**src/rtl/fetch_sequencer.sv**
```systemverilog
// Multi-cycle LEGv8 instruction fetch: four little-endian byte reads per word,
// valid/ready delivery to decode, branch redirect, HALT opcode and count limit.
module fetch_sequencer #(
  parameter int          ADDR_W    = 12,
  parameter logic [63:0] RESET_PC  = 64'h0,
  parameter int          MAX_FETCH = 30,
  parameter int          CNT_W     = 16
) (
  input  logic              clk,
  input  logic              reset,
  output logic              mem_rd_en,
  output logic [ADDR_W-1:0] mem_addr,
  input  logic [7:0]        mem_rdata,
  output logic [31:0]       instr,
  output logic [63:0]       instr_pc,
  output logic              instr_valid,
  input  logic              instr_ready,
  input  logic              pc_src,
  input  logic [63:0]       branch_addr,
  output logic              halted,
  output logic [CNT_W-1:0]  fetch_count
);

  typedef enum logic [1:0] {FETCH, VALID, HALT} state_t;

  state_t      state;
  logic [63:0] pc;
  logic [2:0]  byte_cnt;
  logic [1:0]  req_lane;
  logic        rd_vld_p0;
  logic [1:0]  rd_lane_p0;

  logic [CNT_W-1:0] cnt_next;
  logic             halt_hit;

  function automatic logic [CNT_W-1:0] sat_inc(input logic [CNT_W-1:0] v);
    return (&v) ? v : v + {{(CNT_W-1){1'b0}}, 1'b1};
  endfunction

  assign cnt_next = sat_inc(fetch_count);
  assign halt_hit = (instr[31:21] == 11'h7FF) ||
                    ((MAX_FETCH != 0) && (cnt_next == CNT_W'(MAX_FETCH)));

  always_ff @(posedge clk or posedge reset) begin
    if (reset) begin
      state       <= FETCH;
      pc          <= RESET_PC;
      byte_cnt    <= 3'd0;
      req_lane    <= 2'd0;
      rd_vld_p0   <= 1'b0;
      rd_lane_p0  <= 2'd0;
      mem_rd_en   <= 1'b0;
      mem_addr    <= '0;
      instr       <= 32'h0;
      instr_pc    <= 64'h0;
      instr_valid <= 1'b0;
      halted      <= 1'b0;
      fetch_count <= '0;
    end else begin
      case (state)
        FETCH: begin
          if (pc_src) begin
            // Abort: drop the outstanding byte and start the new word next cycle.
            pc        <= branch_addr;
            mem_rd_en <= 1'b1;
            mem_addr  <= branch_addr[ADDR_W-1:0];
            req_lane  <= 2'd0;
            byte_cnt  <= 3'd1;
            rd_vld_p0 <= 1'b0;
          end else begin
            if (byte_cnt < 3'd4) begin
              mem_rd_en <= 1'b1;
              mem_addr  <= pc[ADDR_W-1:0] + ADDR_W'(byte_cnt);
              req_lane  <= byte_cnt[1:0];
              byte_cnt  <= byte_cnt + 3'd1;
            end else begin
              mem_rd_en <= 1'b0;
            end
            // Read-return stage: memory data lags the strobe by one cycle.
            rd_vld_p0  <= mem_rd_en;
            rd_lane_p0 <= req_lane;
            if (rd_vld_p0) begin
              instr[{rd_lane_p0, 3'b000} +: 8] <= mem_rdata;
              if (rd_lane_p0 == 2'd3) begin
                state       <= VALID;
                instr_valid <= 1'b1;
                instr_pc    <= pc;
              end
            end
          end
        end
        VALID: begin
          mem_rd_en <= 1'b0;
          if (instr_ready) begin
            fetch_count <= cnt_next;
            instr_valid <= 1'b0;
            pc          <= pc_src ? branch_addr : pc + 64'd4;
            byte_cnt    <= 3'd0;
            if (halt_hit) begin
              state  <= HALT;
              halted <= 1'b1;
            end else begin
              state <= FETCH;
            end
          end else if (pc_src) begin
            instr_valid <= 1'b0;
            pc          <= branch_addr;
            byte_cnt    <= 3'd0;
            state       <= FETCH;
          end
        end
        default: begin
          mem_rd_en   <= 1'b0;
          instr_valid <= 1'b0;
          halted      <= 1'b1;
        end
      endcase
    end
  end

endmodule

```
**config.mk**
```make
export PLATFORM = sky130hd
export DESIGN_NAME = fetch_sequencer
export DESIGN_NICKNAME = d
export VERILOG_FILES = /design/src/rtl/fetch_sequencer.sv
export SDC_FILE = /design/constraint.sdc
export NUM_CORES = 1
export LEC_CHECK = 0
export ABC_AREA = 1
export CAP_MARGIN = 40
export CORE_MARGIN = 3
export CORE_UTILIZATION = 58
export DETAILED_ROUTE_END_ITERATION = 8
export GPL_ROUTABILITY_DRIVEN = 0
export PLACE_DENSITY = 0.87
export SLEW_MARGIN = 20
export SYNTH_ARGS = -nofsm -noshare
export SYNTH_HDL_FRONTEND = slang
export SYNTH_SLANG_ARGS = --single-unit
```
**constraint.sdc**
```tcl
create_clock -name clk -period 11.6 [get_ports clk]
set_clock_uncertainty 0.15 [all_clocks]
set_input_delay 2.32 -clock clk [delete_from_list [all_inputs] [get_ports clk]]
set_output_delay 2.32 -clock clk [all_outputs]
set_load 0.05 [all_outputs]
```
* After elaboration in Yosys (flattened, before gate mapping) *
Index checks and enable logic that the tools add are counted.

operators by class
  reductions and logical operators = 14
  bitwise logic cells = 2
  multiplexer cells = 35
  shift-type cells = 2
  magnitude comparators = 1
  $add $sub $neg = 5
  equality and inequality tests = 11

operators by type and width
  kind                    count
  $mux 64                 3
  $pmux 64 s2             1
  $add 64x3->64 const B   1
  $bwmux 32               1
  $shift 8x7->32 const A  1
  $shiftx 8x7->32         1
  $mux 12                 2
  $add 16x1->16 const B   1
  $eq 16x5->1 const B     1
  $mux 16                 1
  $mux 2                  8
  $reduce_and 16->1       1
  $add 12x3->12           1
  $mux 3                  4
  $eq 11x11->1 const B    1
  $mux 1                  11
  $ne 2x2->1 const B      5
  $reduce_and 3->1        3
  $reduce_and 4->1        2
  $neg 5->7               1
  $ne 3x3->1 const B      2
  $pmux 3 s2              1
  $reduce_and 2->1        3
  $reduce_and 5->1        1
  10 further kinds        13

storage, ports and cells
  output and inout bits = 127
  register bits after elaboration = 201
  word-level logic and storage cells = 83

* Logic depth before layout (Yosys ltp) *
  depth after elaboration = 7
  depth in mapped cells = 14
  gate-level depth less buffers = 14

* Worst setup path before layout *
OpenSTA, ideal clock, no wires.

  path type = input-to-reg
  start point = input port pc_src
  end point = register pc[23]
  setup slack = 7.959 ns
  stages on the path = 7
  required time = 11.315 ns
  arrival time = 3.356 ns
  path through = buf_2 -> inv_1 -> buf_2 -> buf_1 -> o21ai_0 -> a21oi_1 -> o22ai_1

between the ends
  cells in the longest elaborated chain, start to end = 3
  elaborated cells on any way between the ends = 4
  classes of those cells = 4 x mux

RTL lines
  item                        RTL line  text
  from (decl)                 18        input logic pc_src,
  $mux 64 (on tied branches)  n/a
  $mux 64                     94        if (instr_ready) begin
  $pmux 64 s2 *               60        case (state)
  to (signal assigned)        64        pc <= branch_addr;
  to (signal assigned)        97        pc <= pc_src ? branch_addr : pc + 64'd4;
  to (signal assigned)        107       pc <= branch_addr;
  to (decl)                   27        logic [63:0] pc;

Mark *: on every way between the ends. The rest lies on a longest branch, timed or not.
A chain may end at the register's enable or synchronous reset.

* Final worst setup path *
  start point = register fetch_count[0]
  end point = output port fetch_count[0]

RTL lines
  item                    RTL line  text
  from (decl)             21        output logic [CNT_W-1:0] fetch_count
  from (signal assigned)  95        fetch_count <= cnt_next;

No word-level cell between the ends.

==> results.md <==
* P_int at 1150 uW
* NetSw at 376 uW
* Crit Reg-Reg Startpoint: state[1]$_DFFE_PP0P_
* Delay-heaviest family, CP: buffers and inverters
* Dominant cells by area after synthesis: dfrtp_1 42%, nand2_1 14%, o21ai_0 7.8%
* Commonest non-fill, non-tap cell in the layout: nand2_1
* R2R cell count at 5
* Commonest non-fill, non-tap cells in the layout: 453 x nand2_1, 201 x dfrtp_1, 201 x clkdlybuf4s50_1
* Setup crit start: fetch_count[0]$_DFFE_PP0P_
* Worst path required time at 9130 ps
* Row count at 51
* Fraction of layout cells with a size suffix above 1 at 6.88%
* Reg2Reg Setup Slack at 8720 ps
* Die width at 149 um
* Final setup viols at 0
* Post-synth EDFFs at 0
* Worst slew pin tran at 791 ps
* DR pass1 iterations at 6
* Min Tclk post-route at 4350 ps
* Sequential share of the synthesized area at 42.4%
* Worst setup margin at 7250 ps
* Startpoint Class: flop
* Cell area after layout at 14800 um^2
* Worst Setup EP: fetch_count[0]
* RSZ-0062 raised after global routing: false
* P&R area growth vs syn at 24.8%
* Cts repair resizes at 0
* CP max stage cell: clkdlybuf4s50_1
* Antenna cells at 0
* Clock transition at path regs at 60 ps
* Status: completed
* Die Ht at 149 um
* Post-synth net total at 1718
* DP Worst Slack at 6790 ps
* Layout Nets at 1889
* Synth Register Bits at 201
* Period utilization at 37.5%
* H-tree depth at 1
* Synth warn at 0
* GRT Util Overall at 31.9%
* Post-DP HPWL at 25500 um
* Synthesized area at 11900 um^2
* CTS Buf Count at 22
* Seq pwr share at 46.2%
* CP max FO at 6
* Switching part of the total at 24.5%
* Power, Total at 1530 uW
* DP Area at 14100 um^2
* Setup crit end kind: output port
* Die Area at 22200 um^2
* Clock Latency Late Sink at 520 ps
* Crit path DAT at 1880 ps
* Starting density of the core at 60.0%
* Levels on crit path at 1
* Drt drc at 0
* IO Pins at 203
* Slowest stage delay, CP at 870 ps
* Pin count of the biggest net entering global routing at 85
* Core Box Area at 19800 um^2
* IO buf count at 202
* Vias at 12200
* Setup TNS at 0 ps
* DRC violation total after the first TritonRoute iteration at 1425
* Pwr/cell area at 103 nW/um^2
* Initial antenna violation count at 0
* Post-Route WL at 35900 um
* Multi-input logic area at 5890 um^2
* Cells after synthesis at 1629
* Peak VDD IR at 0.000116 V
* CP bufs+invs at 1
* TritonCTS Sinks at 201
* Critical path, cell by cell: clkdlybuf4s50_1
* GRT overflow at 0
* Hold Path Class: flop to flop
* Longest Clk Path Bufs at 3
* Fillcell total at 1547
* Final Hold Fails at 0
* Worst slew margin relative to its limit at 46.8%
* Ys flop type: dfrtp_1
* Vias/cell at 5.88
* Synth area leader: dfrtp_1
* Unique cell type count in the Yosys netlist at 51
* CTS tree: done
* CP Class: flop to output port
* Max Cap Viol at 0
* Clock share of power at 46.4%
* Routed Antenna Nets at 0
* CTS root buf: clkbuf_16
* Achievable Freq at 230 MHz
* LEAKAGE at 0.00724 uW
* Setup bufs post-CTS at 0
* Comb pwr share at 7.4%
* Slew Limit Fails at 0
* Vias in the first global route at 11600
* R2r endpoint: instr_pc[29]$_DFFE_PP0P_
* First-pass GRT wire length at 57800 um
* FFs w/ async S/R, synth at 100%
* Avg Inst Size Synth at 7.29 um^2
* Area share of the largest cell type after synthesis at 42.4%
* Register area at 5030 um^2
* CTS hold repair buffers at 0
* Routed length per placed instance at 17.3 um
metrics by stage:
stage / instances / hold WS, ps / util [%]
after floorplan: 1629 / 299 / -
after global placement: 2038 / 315 / 70.8
after detailed placement: 2040 / 313 / 71.1
after CTS: 2080 / 329 / 74.8
after global routing: 2081 / 348 / 74.9
final: 2081 / 330 / 74.9
power groups by stage:
| stage | combinational (uW) | clock (uW) | sequential (uW) |
|---|---|---|---|
| final | 113 | 710 | 707 |
| after CTS | 112 | 713 | 707 |
| after global routing | 124 | 746 | 707 |
| after detailed placement | 111 | 0 | 720 |
| after floorplan | 60.0 | 0 | 720 |
| after global placement | 106 | 0 | 720 |
layer usage:
layer	GRT usage, %	vias to the layer above	wire [um]
li1	-	5732	-
met1	44.1	5638	14400
met2	49.9	727	16400
met3	6.17	136	3680
met4	12.6	0	1450
met5	0	-	0
state kept, by name, indices dropped and copies added, names as in the netlist:
name         flops
pc              64
state            2
mem_addr        12
halted           1
rd_lane_p0       2
instr_pc        64
instr_valid      1
req_lane         2
mem_rd_en        1
fetch_count     16
rd_vld_p0        1
byte_cnt         3
instr           32
final cells by class:
cell class	count	area share, %
clock inverter	13	0.929
multi-input combinational	1182	39.7
inverter	181	4.63
timing repair buffer	212	14.5
sequential	201	33.9
clock buffer	27	3.98
tap	265	2.24
Yosys cell counts (5+ instances only):
cell type  number
a21oi_1        54
nor2_4         17
inv_1         168
o21ai_1        29
nand4_1        47
nor4_1          6
o21ai_0       186
nand2_2        10
nor2_1        144
o211ai_1       13
a31oi_1         6
buf_2          13
o41ai_1        10
o221ai_1        9
nor3_2          6
xor2_1          5
inv_2          13
ha_1           12
buf_1           9
nor3_1         24
a22oi_1         9
nand3_1        91
dfrtp_1       201
nor2_2          8
nand2_1       454
o22ai_1         8
clkbuf_1       40
worst min-delay path by stage:
stage | start | end | depth (start not counted) | slack, ps
3_5_place_dp | instr[13]$_DFFE_PP0P_ | instr[13]$_DFFE_PP0P_ | 2 | 310
2_1_floorplan | req_lane[0]$_DFFE_PP0P_ | req_lane[0]$_DFFE_PP0P_ | 2 | 300
5_1_grt | instr_pc[22]$_DFFE_PP0P_ | instr_pc[22]$_DFFE_PP0P_ | 2 | 350
3_3_place_gp | instr[13]$_DFFE_PP0P_ | instr[13]$_DFFE_PP0P_ | 2 | 320
4_1_cts | instr[13]$_DFFE_PP0P_ | instr[13]$_DFFE_PP0P_ | 2 | 330
6_report | req_lane[0]$_DFFE_PP0P_ | req_lane[0]$_DFFE_PP0P_ | 2 | 330
logic make-up (layout without fill, tap and decap cells):
group | Yosys count | count (layout) | share of synthesized area [%]
AOI/OAI and AO/OA | 335 | 335 | 15.7
xor gates and xnor gates | 6 | 6 | 0.506
adders and majority gates | 13 | 13 | 1.43
buffers and inverters | 246 | 433 | 8.07
DFF | 201 | 201 | 42.4
muxes | 3 | 3 | 0.274
and+or+nand+nor | 825 | 825 | 31.6
No activity file was read; power rests on OpenSTA's default activity.
